[src/rtl/motor_speed_pkg.sv]
// Shared types and constants for the motor speed meter: quadrature phases,
// signed step encoding, speed width and the saturating accumulator helper.
package motor_speed_pkg;

    localparam int SPEED_W = 32;

    typedef enum logic [1:0] {
        PH_00 = 2'b00,
        PH_01 = 2'b01,
        PH_11 = 2'b11,
        PH_10 = 2'b10
    } phase_t;

    typedef logic signed [1:0] step_t;

    localparam step_t STEP_NONE = 2'sd0;
    localparam step_t STEP_FWD  = 2'sd1;
    localparam step_t STEP_REV  = -2'sd1;

    localparam logic signed [SPEED_W-1:0] SAT_MAX = 32'sh7FFF_FFFF;
    localparam logic signed [SPEED_W-1:0] SAT_MIN = 32'sh8000_0000;

    // Successor of a phase in the forward direction (00 -> 01 -> 11 -> 10 -> 00).
    function automatic phase_t next_fwd(input phase_t p);
        case (p)
            PH_00:   return PH_01;
            PH_01:   return PH_11;
            PH_11:   return PH_10;
            default: return PH_00;
        endcase
    endfunction

    function automatic logic signed [SPEED_W-1:0] sat_add(
        input logic signed [SPEED_W-1:0] a,
        input step_t                     s
    );
        logic signed [SPEED_W:0] sum;
        sum = (SPEED_W+1)'(a) + (SPEED_W+1)'(s);
        if (sum > (SPEED_W+1)'(SAT_MAX))
            return SAT_MAX;
        else if (sum < (SPEED_W+1)'(SAT_MIN))
            return SAT_MIN;
        else
            return SPEED_W'(sum);
    endfunction

endpackage

[src/rtl/motor_enc_filter.sv]
// Two-flop synchronizer plus glitch filter for one asynchronous encoder bit;
// a new level is accepted after FILT_LEN consecutive disagreeing ce cycles.
module motor_enc_filter #(
    parameter int FILT_LEN = 4
) (
    input  logic clk,
    input  logic rstn,
    input  logic ce,
    input  logic raw,
    output logic level
);
    localparam int CW = (FILT_LEN < 2) ? 1 : $clog2(FILT_LEN);
    localparam logic [CW-1:0] CNT_LAST = CW'(FILT_LEN - 1);

    logic          sync1;
    logic          sync2;
    logic [CW-1:0] cnt;

    // NOTE: all state here uses <= so each flop samples the pre-edge value of its source.
    always_ff @(posedge clk or negedge rstn) begin
        if (!rstn) begin
            sync1 <= 1'b0;
            sync2 <= 1'b0;
            cnt   <= '0;
            level <= 1'b0;
        end else begin
            sync1 <= raw;
            sync2 <= sync1;
            if (ce) begin
                if (sync2 == level) begin
                    cnt <= '0;
                end else if (cnt == CNT_LAST) begin
                    level <= sync2;
                    cnt   <= '0;
                end else begin
                    cnt <= cnt + CW'(1);
                end
            end
        end
    end

endmodule

[src/rtl/motor_speed_meter.sv]
// Quadrature decoder, position counter and gated speed measurement.
// Define MOTOR_SPEED_AVG_EN to report a 4-window moving average instead of the raw count.
module motor_speed_meter
    import motor_speed_pkg::*;
#(
    parameter int GATE_CYCLES = 100000,
    parameter int FILT_LEN    = 4
) (
    input  logic                      clk,
    input  logic                      rstn,
    input  logic                      ce,
    input  logic                      enc_a,
    input  logic                      enc_b,
    input  logic                      enc_i,
    input  logic                      err_clr,
    output logic signed [SPEED_W-1:0] motor_speed,
    output logic                      new_motor_speed,
    output logic signed [SPEED_W-1:0] position,
    output logic                      dir,
    output logic                      enc_err
);
    localparam int GW = (GATE_CYCLES < 2) ? 1 : $clog2(GATE_CYCLES);
    localparam logic [GW-1:0] GATE_LAST = GW'(GATE_CYCLES - 1);

    logic                      filt_a;
    logic                      filt_b;
    logic                      filt_i;
    phase_t                    prev_ab;
    phase_t                    cur_ab;
    logic                      prev_i;
    logic                      idx_rise;
    logic                      illegal;
    logic                      gate_end;
    step_t                     step;
    logic [GW-1:0]             gate_cnt;
    logic signed [SPEED_W-1:0] acc;
    logic signed [SPEED_W-1:0] acc_next;
    logic signed [SPEED_W-1:0] speed_next;

    motor_enc_filter #(.FILT_LEN(FILT_LEN)) u_filt_a (
        .clk(clk), .rstn(rstn), .ce(ce), .raw(enc_a), .level(filt_a)
    );
    motor_enc_filter #(.FILT_LEN(FILT_LEN)) u_filt_b (
        .clk(clk), .rstn(rstn), .ce(ce), .raw(enc_b), .level(filt_b)
    );
    motor_enc_filter #(.FILT_LEN(FILT_LEN)) u_filt_i (
        .clk(clk), .rstn(rstn), .ce(ce), .raw(enc_i), .level(filt_i)
    );

    assign cur_ab   = phase_t'({filt_a, filt_b});
    assign idx_rise = filt_i & ~prev_i;
    assign gate_end = (gate_cnt == GATE_LAST);
    assign acc_next = sat_add(acc, step);

    // NOTE: every always_comb output gets a default first so no latch is inferred.
    always_comb begin
        step    = STEP_NONE;
        illegal = 1'b0;
        if (cur_ab != prev_ab) begin
            if (cur_ab == next_fwd(prev_ab))
                step = STEP_FWD;
            else if (prev_ab == next_fwd(cur_ab))
                step = STEP_REV;
            else
                illegal = 1'b1;
        end
    end

`ifdef MOTOR_SPEED_AVG_EN
    logic signed [SPEED_W-1:0] hist0;
    logic signed [SPEED_W-1:0] hist1;
    logic signed [SPEED_W-1:0] hist2;
    logic signed [SPEED_W+1:0] hist_sum;

    assign hist_sum   = (SPEED_W+2)'(acc_next) + (SPEED_W+2)'(hist0)
                      + (SPEED_W+2)'(hist1) + (SPEED_W+2)'(hist2);
    assign speed_next = SPEED_W'(hist_sum >>> 2);

    // NOTE: the history is only three words, so it is reset like ordinary flops.
    always_ff @(posedge clk or negedge rstn) begin
        if (!rstn) begin
            hist0 <= '0;
            hist1 <= '0;
            hist2 <= '0;
        end else if (ce && gate_end) begin
            hist0 <= acc_next;
            hist1 <= hist0;
            hist2 <= hist1;
        end
    end
`else
    assign speed_next = acc_next;
`endif

    always_ff @(posedge clk or negedge rstn) begin
        if (!rstn) begin
            prev_ab         <= PH_00;
            prev_i          <= 1'b0;
            position        <= '0;
            dir             <= 1'b0;
            enc_err         <= 1'b0;
            gate_cnt        <= '0;
            acc             <= '0;
            motor_speed     <= '0;
            new_motor_speed <= 1'b0;
        end else begin
            new_motor_speed <= 1'b0;
            if (ce) begin
                prev_ab <= cur_ab;
                prev_i  <= filt_i;
                // Index wins over a coincident step; position wraps, acc saturates.
                if (idx_rise)
                    position <= '0;
                else
                    position <= position + SPEED_W'(step);
                if (step == STEP_FWD)
                    dir <= 1'b1;
                else if (step == STEP_REV)
                    dir <= 1'b0;
                if (gate_end) begin
                    gate_cnt        <= '0;
                    acc             <= '0;
                    motor_speed     <= speed_next;
                    new_motor_speed <= 1'b1;
                end else begin
                    gate_cnt <= gate_cnt + GW'(1);
                    acc      <= acc_next;
                end
            end
            if (ce && illegal)
                enc_err <= 1'b1;
            else if (err_clr)
                enc_err <= 1'b0;
        end
    end

endmodule

[config.mk]
export PLATFORM = sky130hd
export DESIGN_NAME = motor_speed_meter
export DESIGN_NICKNAME = d
export VERILOG_FILES = /design/src/rtl/motor_speed_pkg.sv /design/src/rtl/motor_enc_filter.sv /design/src/rtl/motor_speed_meter.sv
export SDC_FILE = /design/constraint.sdc
export NUM_CORES = 1
export LEC_CHECK = 0
export ABC_CLOCK_PERIOD_IN_PS = 5200
export CAP_MARGIN = 20
export CORE_UTILIZATION = 33
export CTS_BUF_LIST = sky130_fd_sc_hd__clkbuf_4 sky130_fd_sc_hd__clkbuf_8 sky130_fd_sc_hd__clkbuf_16
export CTS_CLUSTER_SIZE = 28
export DETAILED_ROUTE_END_ITERATION = 16
export SLEW_MARGIN = 15
export SYNTH_ARGS = -nofsm -noshare
export SYNTH_HDL_FRONTEND = slang
export SYNTH_HIERARCHICAL = 1
export SYNTH_SLANG_ARGS = --single-unit
export TNS_END_PERCENT = 5
[constraint.sdc]
create_clock -name clk -period 5.2 [get_ports clk]
set_input_delay 0.52 -clock clk [delete_from_list [all_inputs] [get_ports clk]]
set_output_delay 0.52 -clock clk [all_outputs]
set_load 0.05 [all_outputs]
==> results.json, run 1 <==
{
  "outcome": "complete, no violations",
  "final_common_cell": "dfrtp_1",
  "reg2regPathDepth": 13,
  "hold_violations": 0,
  "seq_area_sq_mm": 0.00335,
  "r2r-end": "acc[22]",
  "cts_root_buf": "clkbuf_16",
  "synth_adder_area_share_pct": 1.28,
  "fin_crit_sh_pct": 77.3,
  "pwr-share-comb_pct": 59.1,
  "muxShareOfSynthArea_pct": 2.44,
  "hold_buffers": 0,
  "drive_above_1_share_pct": 8.02,
  "placed_cell_area_sq_mm": 0.00967,
  "ys_types": 83,
  "p_per_area_mw_per_mm2": 736,
  "fillers": 2659,
  "cts_max_level": 4,
  "cellInternalPower_w": 0.00365,
  "grt_pass1_wl_um": 41900,
  "power_frac_clock_pct": 15.3,
  "die_h_um": 165,
  "rsz0062_at_grt": "no",
  "max_freq_mhz": 249,
  "drc": 0,
  "yosysSeqAreaShare_pct": 38.2,
  "gp_congestion": 0.900,
  "yosys.area_share.simple_pct": 24.9,
  "end_kind": "flop",
  "ys_seq_elements": 134,
  "yosys.area.top_type": "dfrtp_1",
  "io_pins": 74,
  "diodes": 0,
  "routedWlPerCell_um": 17.9,
  "grt_max_degree": 82,
  "final-max-slew-violation-count": 0,
  "relSlewSlack_pct": 34.1,
  "grt_pass1_vias": 7574,
  "fp-row-count": 59,
  "setup_slack_ns": 1.18,
  "netlist_instances": 1060,
  "first_iter_violations": 645,
  "maxCapViolCount": 0,
  "die_area_sq_mm": 0.0272,
  "gr-usage-met3_pct": 3.67,
  "tns_ns": 0,
  "synth_nets": 1076,
  "synth_area_leaders": "dfrtp_1, nor2_1, a21oi_1",
  "vias_per_cell": 5.65,
  "cts_resized": 0,
  "clock_skew_ns": 0.00900,
  "grtUsageTotal_pct": 19.6,
  "syn2layout_area_growth_pct": 16.8,
  "multi_input_area_sq_mm": 0.00494,
  "globalRouteMet1Util_pct": 28.4,
  "drt_pre_antenna_iters": 5,
  "r2r_start": "u_filt_a/level",
  "clock_latency_ns": 0.42,
  "async_reset_ff_share_pct": 100,
  "use_met2_pct": 29.9,
  "p_sw_w": 0.00389,
  "synth_edf_count": 0,
  "power.leakage_nw": 4.05,
  "finish.utilization_pct": 39.3,
  "arrival_ns": 4.33,
  "die_x_um": 165,
  "setup_viol": 0,
  "place_ws_ns": 1.27,
  "antenna_found_initial": 0,
  "critPathMaxFanout": 35,
  "synthXorXnorAreaFrac_pct": 5.88,
  "cts_sinks": 134,
  "routed_wirelength_um": 25700,
  "layout.nets": 1100,
  "final_area_sq_mm": 0.0102,
  "portBuffers": 73,
  "overflow": 0,
  "antenna_left": 0,
  "netlist.area_leader.share_pct": 38.2,
  "critPathRequiredTime_ns": 5.51,
  "worst_slew_pin_slew_ns": 0.986,
  "cts_buffer_depth": 2,
  "crit_path_start_kind": "flop",
  "synth_area_per_cell_sq_um": 8.28,
  "vias": 8097,
  "synthFlopType": "dfrtp_1",
  "min_period_ns": 4.02,
  "hp-class": "in2async",
  "mostFrequentLayoutCells": "dfrtp_1, nor2_1, nand2_1",
  "path_clk_slew_ns": 0.07,
  "initial_core_util_pct": 33.7,
  "gr-max-usage-layer": "met2",
  "p_seq_share_pct": 25.6,
  "post_cts_buffers": 0,
  "synth_top_family_by_area": "simple AND/OR/NAND/NOR gates",
  "whs_ns": 0.126,
  "cts_buffers": 17,
  "core_area_sq_mm": 0.0261,
  "power_switching_share_pct": 51.6,
  "yosysWarningCount": 6,
  "place_hpwl_um": 17400,
  "synth_area_sq_mm": 0.00877,
  "regToRegSetupSlack_ns": 1.18,
  "synth-compound-area-share_pct": 21.7,
  "cts_tree": "done",
  "critPathKind": "reg2reg",
  "irDropWorstVdd_mv": 0.333
}
-- worst max-delay path, cell delays in order, from the launching register on --
cell,delay (ns)
dfrtp_1,0.47
xor2_2,0.21
buf_4,0.22
nand2_2,0.11
buf_4,0.40
inv_2,0.07
ha_1,0.24
or4_1,0.54
o22ai_1,0.24
and3_1,0.20
o211ai_1,0.09
nand3_1,0.55
nor2_1,0.19
a221o_1,0.36
-- through the flow --
| step | power, W | instances |
|---|---|---|
| after floorplan | 0.00514 | 1060 |
| after global placement | 0.00629 | 1399 |
| after detailed placement | 0.00632 | 1399 |
| after CTS | 0.00752 | 1431 |
| after global routing | 0.00810 | 1432 |
| final | 0.00754 | 1432 |
-- sequential cells by signal (all words and copies together) (netlist names), 2 cells and up --
signal / cells
acc: 32
motor_speed: 32
position: 32
gate_cnt: 17
prev_ab: 2
u_filt_a/cnt: 2
u_filt_b/cnt: 2
u_filt_i/cnt: 2
-- Yosys cell counts (all sizes together) (9+ instances only) --
| master | count |
|---|---|
| nor4 | 25 |
| mux2i | 12 |
| dfrtp | 134 |
| xor2 | 13 |
| a22o | 11 |
| or3 | 16 |
| nand4 | 12 |
| o22ai | 14 |
| nand3 | 44 |
| o21ai | 74 |
| or4 | 15 |
| a31oi | 24 |
| nor2 | 110 |
| inv | 32 |
| nor3 | 34 |
| clkbuf | 51 |
| ha | 9 |
| buf | 31 |
| and2 | 16 |
| o2bb2ai | 15 |
| nand2 | 100 |
| xnor2 | 45 |
| and3 | 18 |
| a21oi | 81 |
-- power by group through the flow --
stage / combinational (W) / sequential (W) / clock (W)
2_1_floorplan: 0.00321 / 0.00193 / 0
3_3_place_gp: 0.00437 / 0.00192 / 0
3_5_place_dp: 0.00440 / 0.00192 / 0
4_1_cts: 0.00442 / 0.00191 / 0.00118
5_1_grt: 0.00488 / 0.00199 / 0.00123
6_report: 0.00445 / 0.00193 / 0.00116
-- logic make-up after synthesis --
kind of cell / count (synthesis)
and+or+nand+nor: 432
AOI/OAI and AO/OA: 293
DFF: 134
buffers and inverters: 114
xor gates and xnor gates: 58
muxes: 20
adders and majority gates: 9
-- per-layer routing --
layer	vias up	part of all wire, %
met3	25	5.7
met2	264	45
met4	0	1.1
li1	3915	-
met5	-	0
met1	3893	48
-- cell type report --
| type | count | area share, % |
|---|---|---|
| multi-input cells | 812 | 48.2 |
| flip-flops and latches | 134 | 32.7 |
| well taps | 335 | 4.09 |
| inverters | 32 | 1.17 |
| clock buffers | 17 | 4.15 |
| repair buffers | 87 | 8.32 |
| clock inverters | 15 | 1.32 |
-- how the worst max path moves through the flow --
stage	slack [ns]	cells past startpoint	from	endpoint
2_1_floorplan	1.10	17	u_filt_a/level	acc[20]
3_3_place_gp	1.34	13	u_filt_a/level	acc[27]
3_5_place_dp	1.27	13	u_filt_a/level	acc[22]
4_1_cts	1.26	13	u_filt_a/level	acc[22]
5_1_grt	0.97	13	u_filt_a/level	acc[29]
6_report	1.18	13	u_filt_a/level	acc[22]
(Power assumes the default switching activity.)
==> run 2, diff against run 1 <==
--- a/config.mk
+++ b/config.mk
@@ -5,7 +5,7 @@
 export SDC_FILE = /design/constraint.sdc
 export NUM_CORES = 1
 export LEC_CHECK = 0
-export ABC_CLOCK_PERIOD_IN_PS = 5200
+export ABC_CLOCK_PERIOD_IN_PS = 3300
 export CAP_MARGIN = 20
 export CORE_UTILIZATION = 33
 export CTS_BUF_LIST = sky130_fd_sc_hd__clkbuf_4 sky130_fd_sc_hd__clkbuf_8 sky130_fd_sc_hd__clkbuf_16
==> constraint.sdc (replaced) <==
create_clock -name clk -period 3.3 [get_ports clk]
set_input_delay 0.33 -clock clk [delete_from_list [all_inputs] [get_ports clk]]
set_output_delay 0.33 -clock clk [all_outputs]
set_load 0.05 [all_outputs]
==> results.json, run 2 (synthesis gave the netlist of run 1 again) <==
{
  "outcome": "complete, no violations",
  "io_pins": 74,
  "cts_tree": "done",
  "vias_per_cell": 5.67,
  "p_per_area_mw_per_mm2": 1220,
  "max_freq_mhz": 304,
  "fillers": 2568,
  "min_period_ns": 3.29,
  "core_area_sq_mm": 0.0261,
  "end_kind": "flop",
  "clock_latency_ns": 0.43,
  "critPathMaxFanout": 5,
  "largestRegisters": "acc x32, motor_speed x32, position x32",
  "portBuffers": 73,
  "arrival_ns": 3.61,
  "finalNonFillerCells": 1504,
  "power.leakage_nw": 4.48,
  "overflow": 0,
  "grt_pass1_vias": 8090,
  "layout.nets": 1172,
  "clock_skew_ns": 0.00720,
  "reg2regPathDepth": 12,
  "routedWlPerCell_um": 18.3,
  "path_clk_slew_ns": 0.06,
  "hp-class": "in2reg",
  "place_ws_ns": 0.000445,
  "die_h_um": 165,
  "drt_pre_antenna_iters": 5,
  "die_area_sq_mm": 0.0272,
  "antenna_found_initial": 0,
  "crit_path_start_kind": "flop",
  "critPathRequiredTime_ns": 3.61,
  "vias": 8535,
  "crit_top_cell": "ha_2",
  "syn2layout_area_growth_pct": 26.5,
  "setup_slack_ns": 0.00673,
  "seq_area_sq_mm": 0.00335,
  "cts_max_level": 4,
  "cts_sinks": 134,
  "final-max-slew-violation-count": 0,
  "final_common_cell": "dfrtp_1",
  "hold_start": "enc_i",
  "cp_slowest_cell": "dfrtp_2",
  "drc": 0,
  "mostFrequentLayoutCells": "dfrtp_1, nor2_1, nand2_1",
  "cts_root_buf": "clkbuf_16",
  "grtUsageTotal_pct": 20.8,
  "r2r-end": "acc[29]",
  "crit_chain": "xor2_2, xnor2_2, ha_2, ha_2, or3_4, or2_1, o31a_1, o211ai_2, a21boi_2, mux2_4, and2_4, a221o_1",
  "initial_core_util_pct": 33.7,
  "irDropWorstVdd_mv": 0.569,
  "grt_max_degree": 56,
  "diodes": 0,
  "first_iter_violations": 827,
  "tns_ns": 0,
  "grt_pass1_wl_um": 44100,
  "critPathKind": "reg2reg",
  "maxCapViolCount": 0,
  "fp-row-count": 59,
  "place_hpwl_um": 18600,
  "fin_crit_sh_pct": 99.8,
  "routed_wirelength_um": 27500,
  "hold_violations": 0,
  "die_x_um": 165,
  "cts_buffer_depth": 2,
  "worst_slew_pin_slew_ns": 0.659,
  "hold_end": "u_filt_i/sync1",
  "multi_input_area_sq_mm": 0.00517,
  "gp_congestion": 0.935,
  "hold_depth": 1,
  "regToRegSetupSlack_ns": 0.007,
  "rsz0062_at_grt": "yes",
  "setup_viol": 0,
  "finish.utilization_pct": 42.6,
  "antenna_left": 0,
  "dpl.cell_count": 1462,
  "drive_above_1_share_pct": 17.1,
  "r2r_start": "u_filt_a/level",
  "cts_buffers": 17,
  "relSlewSlack_pct": 55.7,
  "max_stage_delay_ns": 0.43
}
[run 2: changes by cell type in the layout (fill, tap and decap cells not counted), sizes merged]
cell | previous run | this run
buf | 16 | 85
inv | 41 | 35
bufinv | 0 | 3
clkinv | 3 | 6
mux2 | 8 | 10
clkbuf | 17 | 18
clkinvlp | 3 | 2
dlygate4sd3 | 0 | 1
[run 2: cell type report]
type / count / area share, %
Timing Repair Buffer: 157 / 12.9
Sequential cell: 134 / 30.2
Clock buffer: 18 / 3.96
Inverter: 32 / 1.08
Clock inverter: 14 / 1.56
Multi-Input combinational cell: 814 / 46.6
Tap cell: 335 / 3.78
[run 2: worst max path at each step]
stage                         to           start  depth (start not counted)
global route             acc[29]  u_filt_a/level                         13
finish                   acc[29]  u_filt_a/level                         12
global placement    position[26]      prev_ab[0]                         14
floorplan                acc[29]      prev_ab[0]                         16
detailed placement  position[29]      prev_ab[0]                         12
CTS                      acc[13]      prev_ab[0]                         14
[run 2: stage by stage]
stage / cell area (sq um) / total power, W / hold WS (ns)
after global routing: 11100 / 0.0145 / 0.338
final: 11100 / 0.0136 / 0.336
after floorplan: 8840 / 0.00826 / 0.0344
after detailed placement: 10200 / 0.0107 / 0.289
after CTS: 10800 / 0.0129 / 0.327
after global placement: 10200 / 0.0106 / 0.287
[run 2: power breakdown]
| group | total [W] | switching, W | internal [W] | leakage, nW |
|---|---|---|---|---|
| Sequential | 0.00299 | 0.000875 | 0.00212 | 1.66 |
| Combinational | 0.00856 | 0.00500 | 0.00356 | 2.53 |
| Clock | 0.00202 | 0.000803 | 0.00121 | 0.297 |
| Total | 0.0136 | 0.00668 | 0.00690 | 4.48 |
[run 2: worst max-delay path: cells and delay by family, from the launching register on]
family / cells / cell delay [ns]
AO/OA/AOI/OAI: 4 / 0.93
AND/OR/NAND/NOR: 3 / 0.73
flip-flops: 1 / 0.43
adder cells (fa/ha/maj): 2 / 0.38
XOR/XNOR: 2 / 0.36
multiplexers: 1 / 0.36
[run 2: what timing repair did]
action | 4_1_cts | 5_1_grt
pin swaps | 1 | 15
resized for setup | 5 | 46
buffers inserted | 0 | 7
gates cloned | 2 | 0
endpoints found under the setup margin | 8 | 75
hold buffers | 1 | 0
endpoints found under the hold margin | 42 | 0
[run 2: per-layer routing]
metal  up-vias  global-route usage [%]  part of all wire [%]
li1       4050                       -                     -
met1      4141                    28.8                    46
met2       304                    32.4                    46
met3        40                    4.39                   6.0
met4         0                    6.17                   1.9
met5         -                       0                     0
==> run 3, diff against run 2 <==
--- a/config.mk
+++ b/config.mk
@@ -5,7 +5,7 @@
 export SDC_FILE = /design/constraint.sdc
 export NUM_CORES = 1
 export LEC_CHECK = 0
-export ABC_CLOCK_PERIOD_IN_PS = 3300
+export ABC_CLOCK_PERIOD_IN_PS = 4100
 export CAP_MARGIN = 20
 export CORE_UTILIZATION = 33
 export CTS_BUF_LIST = sky130_fd_sc_hd__clkbuf_4 sky130_fd_sc_hd__clkbuf_8 sky130_fd_sc_hd__clkbuf_16
==> constraint.sdc (replaced) <==
create_clock -name clk -period 4.1 [get_ports clk]
set_input_delay 0.41 -clock clk [delete_from_list [all_inputs] [get_ports clk]]
set_output_delay 0.41 -clock clk [all_outputs]
set_load 0.05 [all_outputs]
==> results.json, run 3 (synthesis gave the netlist of run 1 again) <==
{
  "grt_pass1_vias": 7935,
  "io_pins": 74,
  "drc": 0,
  "cts_resized": 0,
  "clock_latency_ns": 0.43,
  "power.leakage_nw": 4.12,
  "fp-row-count": 59,
  "critPathRequiredTime_ns": 4.38,
  "hold_buffers": 0,
  "drt_pre_antenna_iters": 5,
  "cts_buffers": 17,
  "arrival_ns": 4.07,
  "cts_root_buf": "clkbuf_16",
  "fillers": 2616,
  "final_common_cell": "dfrtp_1",
  "vias_per_cell": 5.67,
  "relSlewSlack_pct": 31.9,
  "post_cts_buffers": 0,
  "crit_path_start_kind": "flop",
  "min_period_ns": 3.79,
  "place_hpwl_um": 18200,
  "path_clk_slew_ns": 0.07,
  "cts_sinks": 134,
  "cts_max_level": 4,
  "routedWlPerCell_um": 18.3,
  "setup_viol": 0,
  "grtUsageTotal_pct": 20.5,
  "die_h_um": 165,
  "initial_core_util_pct": 33.7,
  "cts_tree": "done",
  "critPathKind": "reg2reg",
  "antenna_left": 0,
  "max_freq_mhz": 264,
  "drive_above_1_share_pct": 9.02,
  "portBuffers": 73,
  "antenna_found_initial": 0,
  "rsz0062_at_grt": "no",
  "outcome": "complete, no violations",
  "clock_skew_ns": 0.0136,
  "maxCapViolCount": 0,
  "gp_congestion": 0.924,
  "layout.nets": 1112,
  "overflow": 0,
  "p_per_area_mw_per_mm2": 940,
  "grt_pass1_wl_um": 43500,
  "fin_crit_sh_pct": 92.5,
  "tns_ns": 0,
  "grt_max_degree": 95,
  "multi_input_area_sq_mm": 0.00494,
  "largestRegisters": "acc x32, motor_speed x32, position x32",
  "final-max-slew-violation-count": 0,
  "worst_slew_pin_slew_ns": 1.02,
  "core_area_sq_mm": 0.0261,
  "irDropWorstVdd_mv": 0.550,
  "critPathMaxFanout": 35,
  "seq_area_sq_mm": 0.00335,
  "hold_violations": 0,
  "routed_wirelength_um": 26400,
  "vias": 8192,
  "mostFrequentLayoutCells": "dfrtp_1, nor2_1, nand2_1",
  "diodes": 0,
  "hp-class": "in2async",
  "power.total_w": 0.00976,
  "die_area_sq_mm": 0.0272,
  "die_x_um": 165,
  "reg2regPathDepth": 13,
  "cts_buffer_depth": 2,
  "syn2layout_area_growth_pct": 18.3,
  "first_iter_violations": 912,
  "end_kind": "flop"
}
run 3: cell types whose count changed in the layout (fill, tap and decap cells not counted), moves of 5 or more:
cell | before | now
buf_6 | 7 | 2
buf_4 | 73 | 24
a21oi_1 | 67 | 78
a21oi_2 | 14 | 3
run 3: power by group:
group,leakage (nW),internal [W],switching [W]
registers,1.66,0.00170,0.000745
logic,2.18,0.00216,0.00355
clock network,0.282,0.000975,0.000625
run 3: layout make-up:
type	instances	share of cell area, %
Inverter	32	1.16
Tap cell	335	4.04
Sequential cell	134	32.3
Clock buffer	20	4.32
Multi-Input combinational cell	812	47.6
Clock inverter	12	1.50
Timing Repair Buffer	99	9.04
run 3: worst max-delay path, stage by stage, from the launching register on:
cell	delay, ns
dfrtp_1	0.49
xor2_1	0.25
xnor2_1	0.14
ha_1	0.26
ha_1	0.24
or3_1	0.32
or2_1	0.24
o31a_1	0.31
o211ai_2	0.23
o211ai_1	0.15
and2_1	0.42
buf_12	0.29
a21oi_1	0.19
a21oi_1	0.09
run 3: routing by layer:
| layer | routed length (um) | up-vias | GRT usage, % |
|---|---|---|---|
| met5 | 0 | - | 0 |
| met4 | 348 | 0 | 5.71 |
| met3 | 1800 | 32 | 3.72 |
| met2 | 12000 | 319 | 31.8 |
| met1 | 12200 | 3910 | 28.9 |
| li1 | - | 3931 | - |
run 3: path summary, 6_finish.rpt:
kind                                   end      startpoint  slack (ns)
min reg2reg                 u_filt_b/sync2  u_filt_b/sync1        0.34
max reg2reg                motor_speed[12]  u_filt_a/level        0.31
min                           position[11]            rstn        0.07
max                        motor_speed[12]  u_filt_a/level        0.31
min in group clk            u_filt_b/sync2  u_filt_b/sync1        0.34
max in group asynchronous   u_filt_b/sync1            rstn        3.15
run 3: per-stage QoR:
| step | hold WS, ns | worst slack, ns | utilization, % | instances | instance area [sq um] |
|---|---|---|---|---|---|
| after floorplan | 0.114 | 0.119 | - | 1060 | 8770 |
| after global placement | 0.339 | 0.423 | 37.5 | 1411 | 9760 |
| after detailed placement | 0.336 | 0.311 | 37.5 | 1411 | 9760 |
| after CTS | 0.108 | 0.302 | 39.8 | 1443 | 10400 |
| after global routing | 0.136 | 0.00935 | 39.8 | 1444 | 10400 |
| final | 0.0680 | 0.306 | 39.8 | 1444 | 10400 |
